[config.mk]
export PLATFORM = sky130hd
export DESIGN_NAME = alu_share_arbiter
export DESIGN_NICKNAME = d
export VERILOG_FILES = /design/src/rtl/alu_share_arbiter.sv
export SDC_FILE = /design/constraint.sdc
export NUM_CORES = 1
export LEC_CHECK = 0
export CAP_MARGIN = 10
export CORE_MARGIN = 1
export CORE_UTILIZATION = 40
export CTS_BUF_LIST = sky130_fd_sc_hd__clkbuf_8 sky130_fd_sc_hd__clkbuf_16
export DETAILED_ROUTE_END_ITERATION = 10
export PLACE_DENSITY = 0.78
export SKIP_CTS_REPAIR_TIMING = 1
export SYNTH_ARGS = -nofsm -noshare
export SYNTH_HDL_FRONTEND = slang
export SYNTH_SLANG_ARGS = --single-unit
[constraint.sdc]
create_clock -name clk -period 1.8 [get_ports clk]
set_input_delay 0.27 -clock clk [delete_from_list [all_inputs] [get_ports clk]]
set_output_delay 0.27 -clock clk [all_outputs]
set_load 0.005 [all_outputs]
[src/rtl/alu_share_arbiter.sv]
// alu_share_arbiter: two-requester round-robin front end for one shared 8-bit ALU.
// A request is granted in IDLE, its operands are registered onto the ALU bus with
// a one-cycle alu_issue pulse, the result/flags are captured ALU_LAT cycles later
// and held on the granted response channel until that requester accepts.
// Optional build macro ALU_CMD_CHECK_EN: illegal commands are accepted but answered
// locally with an error flag instead of being issued to the ALU.
module alu_share_arbiter #(
  parameter int unsigned ALU_LAT = 1
) (
  input  logic        clk,
  input  logic        RST,
  input  logic [1:0]  req_valid,
  output logic [1:0]  req_ready,
  input  logic [15:0] req_a,
  input  logic [15:0] req_b,
  input  logic [1:0]  req_mode,
  input  logic [7:0]  req_cmd,
  output logic [1:0]  rsp_valid,
  input  logic [1:0]  rsp_ready,
  output logic [7:0]  rsp_res,
  output logic [7:0]  rsp_flag,
  output logic [7:0]  alu_a,
  output logic [7:0]  alu_b,
  output logic        alu_mode,
  output logic [3:0]  alu_cmd,
  output logic        alu_issue,
  input  logic [7:0]  alu_res,
  input  logic [7:0]  alu_flag
);

  typedef enum logic [1:0] {
    IDLE = 2'd0,
    WAIT = 2'd1,
    RESP = 2'd2
  } state_t;

  state_t      state;
  state_t      state_nxt;

  logic        ptr;        // round-robin priority pointer
  logic        gnt;        // requester owning the in-flight operation
  logic [2:0]  cnt;        // remaining ALU latency cycles
  logic        sel;        // grant candidate this cycle
  logic        any_req;
  logic        hs;         // request handshake in IDLE
  logic        illegal;    // granted command must not reach the ALU
  logic        cnt_last;
  logic [7:0]  sel_a;
  logic [7:0]  sel_b;
  logic        sel_mode;
  logic [3:0]  sel_cmd;

  // Grant candidate: the pointed-to requester wins, otherwise the other one.
  always_comb begin
    sel      = req_valid[ptr] ? ptr : ~ptr;
    any_req  = |req_valid;
    hs       = (state == IDLE) && any_req;
    sel_a    = sel ? req_a[15:8]  : req_a[7:0];
    sel_b    = sel ? req_b[15:8]  : req_b[7:0];
    sel_mode = sel ? req_mode[1]  : req_mode[0];
    sel_cmd  = sel ? req_cmd[7:4] : req_cmd[3:0];
    cnt_last = (cnt == 3'd1);
  end

`ifdef ALU_CMD_CHECK_EN
  // Command legality: arithmetic accepts 0..6, logical accepts 0..8.
  always_comb begin
    illegal = sel_mode ? (sel_cmd > 4'd6) : (sel_cmd > 4'd8);
  end
`else
  // Every command is forwarded; the ALU reports errors through its flags.
  always_comb begin
    illegal = 1'b0;
  end
`endif

  // State register.
  always_ff @(posedge clk) begin
    if (RST) begin
      state <= IDLE;
    end else begin
      state <= state_nxt;
    end
  end

  // Next-state logic.
  always_comb begin
    state_nxt = state;
    case (state)
      IDLE: begin
        if (hs) begin
          state_nxt = illegal ? RESP : WAIT;
        end
      end
      WAIT: begin
        if (cnt_last) begin
          state_nxt = RESP;
        end
      end
      RESP: begin
        if (rsp_ready[gnt]) begin
          state_nxt = IDLE;
        end
      end
      default: state_nxt = IDLE;
    endcase
  end

  // Handshake outputs decoded from state.
  always_comb begin
    req_ready = '0;
    rsp_valid = '0;
    if ((state == IDLE) && any_req) begin
      req_ready[sel] = 1'b1;
    end
    if (state == RESP) begin
      rsp_valid[gnt] = 1'b1;
    end
  end

  // Datapath: ALU bus registers, latency counter, response capture, pointer.
  always_ff @(posedge clk) begin
    if (RST) begin
      ptr       <= 1'b0;
      gnt       <= 1'b0;
      cnt       <= '0;
      alu_a     <= '0;
      alu_b     <= '0;
      alu_mode  <= 1'b0;
      alu_cmd   <= '0;
      alu_issue <= 1'b0;
      rsp_res   <= '0;
      rsp_flag  <= '0;
    end else begin
      alu_issue <= hs && !illegal;
      case (state)
        IDLE: begin
          if (hs) begin
            gnt <= sel;
            cnt <= 3'(ALU_LAT);
            if (illegal) begin
              rsp_res  <= '0;
              rsp_flag <= sel_mode ? 8'h80 : 8'h40;
            end else begin
              alu_a    <= sel_a;
              alu_b    <= sel_b;
              alu_mode <= sel_mode;
              alu_cmd  <= sel_cmd;
            end
          end
        end
        WAIT: begin
          cnt <= cnt - 3'd1;
          if (cnt_last) begin
            rsp_res  <= alu_res;
            rsp_flag <= alu_flag;
          end
        end
        RESP: begin
          if (rsp_ready[gnt]) begin
            ptr <= ~gnt;
          end
        end
        default: ;
      endcase
    end
  end

endmodule

==> impl_metrics.yaml, run 1 <==
outcome:
  status: "complete, no violations"
setup_path:
  crit_start: "state[0]$_SDFFE_PP0P_"
  required_ns: 1.53
  critPathLaunchType: "register"
  critPathArrivalTime_ns: 1.24
  end_kind: "primary output"
  r2r_slack_ns: 0.42
  r2r_start: "cnt[0]$_SDFFE_PP0P_"
  critPathMaxFanout: 4
  path_class: "register to primary output"
  crit_end: "req_ready[0]"
  worst_r2r_path_depth: 5
  worstReg2RegEnd: "rsp_flag[7]$_SDFFE_PP0P_"
detailed_routing:
  wirelength_um: 6170
  first_pass_iters: 4
  drt-vias-per-instance: 5.18
  wl_per_cell_um: 14.4
  ant_nets: 0
  drt_iter0_markers: 72
  drcViolationCount: 0
  via_count: 2221
logic_synthesis:
  synth-seq-cells: 45
  yosys-top-cells-area: "dfxtp_1, a311oi_2, a21oi_1"
  ys_types: 34
  synth_fp_nets: 312
  yosysMostFrequentCell: "dfxtp_1"
  syn_inst: 246
  synth_common_cells: "dfxtp_1, a21oi_1, nand2_1"
  ys_seq_area_frac: 0.418
  yosys.area.top_type_share: 0.418
  syn_area_sq_um: 2150
  async_reset_ff_frac: 0
  synth.largest_area_cell: "dfxtp_1"
  synth-edff-count: 0
  ys.flop_type: "dfxtp_1"
  yosys_warnings: 0
  avgSynthCellArea_sq_um: 8.76
layout:
  stdcell_count: 429
  layout-drive-gt1-share: 0.181
  syn_to_final_growth_pct: 63.2
  finalInstanceArea_sq_um: 3520
  nets: 425
  antennaDiodeCount: 0
placement:
  dp_slack_ns: -0.234
  gp_congestion: 0.748
  place_area_sq_um: 3370
  hpwl_um: 4580
  placed_cells: 420
  portBuffers: 105
global_route:
  grt_overflow: 0
  grt_max_degree: 21
  gr-usage-all-layers: 0.217
  use_met3: 0.0595
  grt_pass1_wl_um: 9290
  busiest_layer: "met2"
  grtUsageMet2: 0.390
  grt_pass1_vias: 2092
  grt_antenna_before_repair: 0
  use_met1: 0.246
floorplan:
  rows: 26
  die_y_um: 75.4
  die_w_um: 75.4
  coreArea_sq_um: 5140
  start_util: 0.419
  num_io_pins: 106
  die_area_sq_um: 5680
timing:
  rsz0062_at_grt: "no"
  fin_crit_sh: 0.838
  setup_viol: 0
  fin_crit_ns: 1.51
  slew_viol_final: 0
  setup_slack_ns: 0.292
  max_slew_margin: 0.665
  fmax_mhz: 663
  hold_viol: 0
  finClkSkew_ns: 0.00935
  whs_ns: 0.455
  worst_pin_slew_ns: 0.503
run:
  maxCapViolCount: 0
clock_tree:
  worstSkewPairLatency_ns: 0.30
  clk_pin_slew_ns: 0.08
  cts_root_buf: "clkbuf_8"
  cts_num_sinks: 45
  numCtsBuffers: 5
  cts_tree: "yes"
  h-tree-depth: 2
  clockBufferDepth: 2
power:
  vdd.ir_drop.worst_mv: 0.446
  p_leak_nw: 1.35
  power_density_nw_per_um2: 793
worst_hold_path:
  hold_path_class: "register to register"
[layer usage]
layer / part of all wire / wire length [um] / up-vias
met5: 0 / 0 / -
met4: 0.013 / 83 / 0
met3: 0.072 / 443 / 8
met2: 0.50 / 3100 / 86
met1: 0.41 / 2540 / 1015
li1: - / - / 1112
[worst min path at each step]
stage / from / endpoint / slack [ns] / depth (start not counted)
final: rsp_res[5]$_SDFFE_PP0P_ / rsp_res[5]$_SDFFE_PP0P_ / 0.45 / 2
after floorplan: alu_flag[0] / rsp_flag[0]$_SDFFE_PP0P_ / 0.41 / 2
after global routing: rsp_res[5]$_SDFFE_PP0P_ / rsp_res[5]$_SDFFE_PP0P_ / 0.47 / 2
after detailed placement: rsp_res[5]$_SDFFE_PP0P_ / rsp_res[5]$_SDFFE_PP0P_ / 0.45 / 2
after global placement: rsp_res[4]$_SDFFE_PP0P_ / rsp_res[4]$_SDFFE_PP0P_ / 0.44 / 2
after CTS: rsp_res[5]$_SDFFE_PP0P_ / rsp_res[5]$_SDFFE_PP0P_ / 0.46 / 2
[area by class of cell]
cell class	instances	area, sq um
Clock buffer	6	82.6
Tap cell	70	87.6
Multi-Input combinational cell	170	1130
Clock inverter	1	3.75
Inverter	4	15.0
Fill cell	432	1620
Timing Repair Buffer	133	1300
Sequential cell	45	906
[power breakdown]
| part | switching [mW] | leakage [nW] | total, mW | internal [mW] |
|---|---|---|---|---|
| registers | 0.0704 | 0.371 | 1.18 | 1.11 |
| clock network | 0.331 | 0.0485 | 0.630 | 0.299 |
| logic | 0.415 | 0.926 | 0.978 | 0.563 |
| total | 0.817 | 1.35 | 2.79 | 1.97 |
[through the flow]
step / utilization / TNS (ns) / total power [mW]
after floorplan: - / 0 / 1.66
after global placement: 0.656 / -0.642 / 2.14
after detailed placement: 0.656 / -1.42 / 2.16
after CTS: 0.672 / -0.425 / 2.79
after global routing: 0.684 / 0 / 2.93
final: 0.684 / 0 / 2.79
[layout by cell type (no fill, tap or decap), drive strengths merged, types with 2 or more instances in the layout]
| cell type | synthesis | routed |
|---|---|---|
| nand3b | 3 | 3 |
| o21ai | 22 | 22 |
| nand3 | 21 | 21 |
| clkbuf | 15 | 6 |
| clkdlybuf4s50 | 0 | 98 |
| a311oi | 21 | 21 |
| nor2 | 2 | 2 |
| inv | 4 | 5 |
| buf | 12 | 29 |
| nand2b | 3 | 3 |
| and3b | 2 | 2 |
| dfxtp | 45 | 45 |
| nand2 | 34 | 34 |
| ha | 2 | 2 |
| a21oi | 44 | 44 |
| dlymetal6s2s | 0 | 6 |
| nor2b | 2 | 2 |
[critical path, cell delays in order (launching register included)]
cell            delay [ns]
dfxtp_1               0.34
nor2_4                0.15
nand2_1               0.13
a21oi_2               0.18
dlymetal6s2s_1        0.15
[kinds of logic (layout without fill, tap and decap cells)]
group,after synthesis,count (layout),synth area share
flip-flops,45,45,0.418
AND/OR/NAND/NOR,75,75,0.177
buffers and inverters,31,144,0.0743
adder cells (fa/ha/maj),2,2,0.0116
XOR/XNOR,1,1,0.00407
multiplexers,1,1,0.00465
AO/OA/AOI/OAI,91,91,0.310
[sequential cells by signal, indices dropped and copies added (netlist names), 2 cells and up]
| signal | flops |
|---|---|
| rsp_res | 8 |
| alu_a | 8 |
| rsp_flag | 8 |
| alu_b | 8 |
| alu_cmd | 4 |
| cnt | 3 |
| state | 2 |
Note: power is estimated with default switching activity, not from simulation.
==> run 2: changes to the inputs <==
Clock period 1.8 ns to 1.45 ns, I/O delays scaled along.
==> run 2 against run 1 <==
Compared with the run above:
- the flow now finishes with violations (negative setup slack)
- global-route usage grew 0.15 points
- via count grew 3.2%
- clock power grew 78%
- flip-flop and latch count is the same
- clock skew shrank 0.0034 ns
- critical path depth grew 1
- setup slack lost 0.36 ns
- wire length grew 3.0%
- first-iteration DRC count grew 38%
- critical path type unchanged
- highest routed layer unchanged
==> impl_metrics.yaml, run 2 (synthesized netlist as in run 1, its figures left out) <==
outcome:
  status: "finished, violations left"
  violations: "negative setup slack"
detailed_routing:
  wl_per_cell_um: 14.5
  wirelength_um: 6350
  drt_iter0_markers: 99
  via_count: 2291
  first_pass_iters: 4
  drt-vias-per-instance: 5.23
  drcViolationCount: 0
  ant_nets: 0
power:
  p_leak_nw: 1.40
  combPwrFrac: 0.335
  power_density_nw_per_um2: 1060
  switchingPower_mw: 1.07
  p_seq_frac: 0.378
  p_int_mw: 2.83
  vdd.ir_drop.worst_mv: 0.632
  swShare: 0.274
  pwr-share-clk: 0.288
layout:
  syn_to_final_growth_pct: 70.6
  post-route-util: 0.715
  finalInstanceArea_sq_um: 3670
  layout_common_cells: "clkdlybuf4s50_1, a21oi_1, dfxtp_1"
  nets: 433
  layout-drive-gt1-share: 0.226
  mostFrequentLayoutCell: "clkdlybuf4s50_1"
  stdcell_count: 438
  antennaDiodeCount: 0
placement:
  place_area_sq_um: 3400
  portBuffers: 105
  gp_congestion: 0.756
  placed_cells: 423
  hpwl_um: 4630
setup_path:
  critPathLaunchType: "register"
  end_kind: "primary output"
  required_ns: 1.23
  path_class: "register to primary output"
  critPathMaxFanout: 4
  critPathArrivalTime_ns: 1.30
floorplan:
  coreArea_sq_um: 5140
  start_util: 0.419
  die_w_um: 75.4
  die_area_sq_um: 5680
  rows: 26
  die_y_um: 75.4
  num_io_pins: 106
clock_tree:
  cts_num_sinks: 45
  clk_pin_slew_ns: 0.08
  cts_root_buf: "clkbuf_8"
  clockBufferDepth: 2
  h-tree-depth: 2
  numCtsBuffers: 5
  cts_tree: "yes"
  worstSkewPairLatency_ns: 0.30
timing:
  setup_viol: 2
  max_slew_margin: 0.676
  finClkSkew_ns: 0.00592
  fin_crit_ns: 1.52
  setup_slack_ns: -0.0678
  fin_crit_sh: 1.05
  whs_ns: 0.354
  slew_viol_final: 0
  hold_viol: 0
  fmax_mhz: 659
  worst_pin_slew_ns: 0.486
  rsz0062_at_grt: "yes"
global_route:
  grt_overflow: 0
  gr-usage-all-layers: 0.219
  grt_antenna_before_repair: 0
  grt_pass1_wl_um: 9380
  grt_pass1_vias: 2136
  grt_max_degree: 23
run:
  maxCapViolCount: 0
worst_hold_path:
  hold_path_class: "input pin to register"
==> run 2: layer usage <==
metal / routed length, um / GRT usage
met2: 3210 / 0.403
met1: 2510 / 0.231
met3: 485 / 0.0675
met5: 0 / 0
met4: 147 / 0.0905
==> run 2: through the flow <==
step           setup TNS (ns)  setup slack, ns  total power, mW
5_1_grt                -0.239           -0.120             4.09
4_1_cts                 -2.93           -0.472             3.83
2_1_floorplan               0            0.117             2.06
6_report               -0.117          -0.0678             3.90
3_5_place_dp            -9.88           -0.473             2.71
3_3_place_gp            -8.29           -0.429             2.68
==> run 2: cell type report <==
class	count	area (sq um)
Clock buffer	5	68.8
Clock inverter	3	65.1
Fill cell	399	1470
Inverter	4	15.0
Multi-Input combinational cell	170	1140
Sequential cell	45	910
Tap cell	70	87.6
Timing Repair Buffer	141	1380
==> run 2: worst paths after layout <==
check                           startpoint                       end  slack (ns)  cells past startpoint
setup / recovery     state[1]$_SDFFE_PP0P_              req_ready[0]       -0.07                      5
hold / removal                         RST      alu_issue$_SDFF_PP0_        0.35                      2
setup reg to reg          ptr$_SDFFE_PP0P_     alu_a[1]$_SDFFE_PP0P_        0.06                      5
hold reg to reg   rsp_flag[0]$_SDFFE_PP0P_  rsp_flag[0]$_SDFFE_PP0P_        0.46                      2
==> run 2: power by group through the flow <==
stage                     combinational [mW]  clock [mW]  sequential [mW]
after CTS                               1.23        1.14             1.46
after global routing                    1.41        1.19             1.49
after detailed placement                1.22           0             1.49
after global placement                  1.20           0             1.48
after floorplan                        0.579           0             1.48
final                                   1.31        1.12             1.47
==> run 2: critical path, cell delays in order (launching register included) <==
cell     delay (ns)
dfxtp_2        0.34
buf_6          0.11
nor2_4         0.18
nand2_2        0.09
a21oi_2        0.14
buf_2          0.14
==> run 3: changes to the inputs <==
Settings changed: ABC_AREA set to 0, PLACE_DENSITY 0.78 to 0.86.
==> run 3 against run 2 <==
Compared with the run above:
- the flow now finishes without violations
- cell area fell by 1.2%
- wire length rose by 4.8%
- non-clock buffer count shrank 5
- clock-buffer cell count is the same
- sequential share of layout area grew 0.19 points
- critical endpoint unchanged
- highest routed layer unchanged
==> impl_metrics.yaml, run 3 (synthesized netlist as in run 1, its figures left out) <==
timing:
  fin_crit_sh: 0.983
  max_slew_margin: 0.681
  worst_pin_slew_ns: 0.479
  setup_viol: 0
  fin_crit_ns: 1.43
  rsz0062_at_grt: "yes"
  whs_ns: 0.382
  fmax_mhz: 701
  hold_viol: 0
  slew_viol_final: 0
  fin_tns_setup_ns: 0
  finClkSkew_ns: 0.00631
worst_hold_path:
  hold_start: "RST"
  worstHoldEndpoint: "state[0]$_SDFFE_PP0P_"
  min_path_cells: 2
  hold_path_class: "input pin to register"
power:
  p_seq_frac: 0.380
  power_density_nw_per_um2: 1070
  p_leak_nw: 1.39
  switchingPower_mw: 1.08
  pwr-share-clk: 0.290
  vdd.ir_drop.worst_mv: 0.542
  swShare: 0.280
  combPwrFrac: 0.330
  p_int_mw: 2.79
layout:
  fill_cells: 395
  nets: 428
  mostFrequentLayoutCell: "clkdlybuf4s50_1"
  layout_common_cells: "clkdlybuf4s50_1, a21oi_1, dfxtp_1"
  layout-drive-gt1-share: 0.198
  antennaDiodeCount: 0
  syn_to_final_growth_pct: 68.6
clock_tree:
  numCtsBuffers: 5
  cts_root_buf: "clkbuf_8"
  worstSkewPairLatency_ns: 0.30
  clk_pin_slew_ns: 0.09
  h-tree-depth: 2
  cts_tree: "yes"
  cts_num_sinks: 45
  clockBufferDepth: 2
setup_path:
  required_ns: 1.23
  worst_r2r_path_depth: 5
  path_class: "register to primary output"
  critPathArrivalTime_ns: 1.21
  r2r_start: "ptr$_SDFFE_PP0P_"
  critPathLaunchType: "register"
  critPathMaxFanout: 4
  worstReg2RegEnd: "alu_b[2]$_SDFFE_PP0P_"
  end_kind: "primary output"
  crit_start: "state[0]$_SDFFE_PP0P_"
  r2r_slack_ns: 0.05
run:
  maxCapViolCount: 0
placement:
  hpwl_um: 4550
  gp_congestion: 0.788
  portBuffers: 105
global_route:
  grt_pass1_vias: 2131
  grt_max_degree: 20
  grt_antenna_before_repair: 0
  grt_overflow: 0
  gr-usage-all-layers: 0.217
  grt_pass1_wl_um: 9410
detailed_routing:
  first_pass_iters: 4
  drcViolationCount: 0
  wl_per_cell_um: 15.4
  ant_nets: 0
  drt_iter0_markers: 87
  wirelength_um: 6650
  via_count: 2307
  drt-vias-per-instance: 5.33
floorplan:
  die_y_um: 75.4
  coreArea_sq_um: 5140
  start_util: 0.419
  die_area_sq_um: 5680
  rows: 26
  die_w_um: 75.4
  num_io_pins: 106
outcome:
  status: "complete, no violations"
run 3: final cells by class:
class                      count  area [sq um]  share of cell area
timing repair buffer         136          1340               0.369
inverter                       4          15.0             0.00413
tap                           70          87.6              0.0241
sequential                    45           906               0.249
clock buffer                   5          68.8              0.0189
multi-input combinational    170          1150               0.317
clock inverter                 3          65.1              0.0179
run 3: power by group through the flow:
| stage | registers (mW) | logic [mW] | clock network, mW |
|---|---|---|---|
| finish | 1.47 | 1.28 | 1.12 |
| global route | 1.48 | 1.37 | 1.19 |
| CTS | 1.46 | 1.22 | 1.13 |
| detailed placement | 1.48 | 1.21 | 0 |
| global placement | 1.48 | 1.18 | 0 |
| floorplan | 1.48 | 0.579 | 0 |
run 3: worst max-delay path, stage by stage, from the launching register on:
cell,delay [ns]
dfxtp_1,0.34
nor2_4,0.15
nand2_1,0.10
a21oi_2,0.16
dlymetal6s2s_1,0.15
run 3: per-stage QoR:
stage               setup slack [ns]  cell area (sq um)  utilization  std cells  total power [mW]
detailed placement            -0.525               3400        0.662        423              2.69
floorplan                      0.117               2150            -        246              2.06
global route                -0.00989               3630        0.707        433              4.05
global placement              -0.458               3400        0.662        423              2.66
CTS                           -0.539               3540        0.688        431              3.82
finish                        0.0244               3630        0.707        433              3.88
run 3: how the worst max path moves through the flow:
stage                          endpoint  slack [ns]  cells after the start
2_1_floorplan  rsp_flag[0]$_SDFFE_PP0P_        0.12                      6
3_3_place_gp               req_ready[0]       -0.46                      5
3_5_place_dp               req_ready[0]       -0.52                      5
4_1_cts                    req_ready[0]       -0.54                      5
5_1_grt           alu_a[6]$_SDFFE_PP0P_       -0.01                      5
6_report                   req_ready[0]        0.02                      4
run 3: routing by layer:
metal / GRT usage / routed length [um] / part of all wire / up-vias
met5: 0 / 0 / 0 / -
met4: 0.0905 / 214 / 0.032 / 0
met3: 0.0463 / 418 / 0.063 / 20
met2: 0.390 / 3430 / 0.52 / 89
met1: 0.251 / 2590 / 0.39 / 1081
li1: - / - / - / 1117
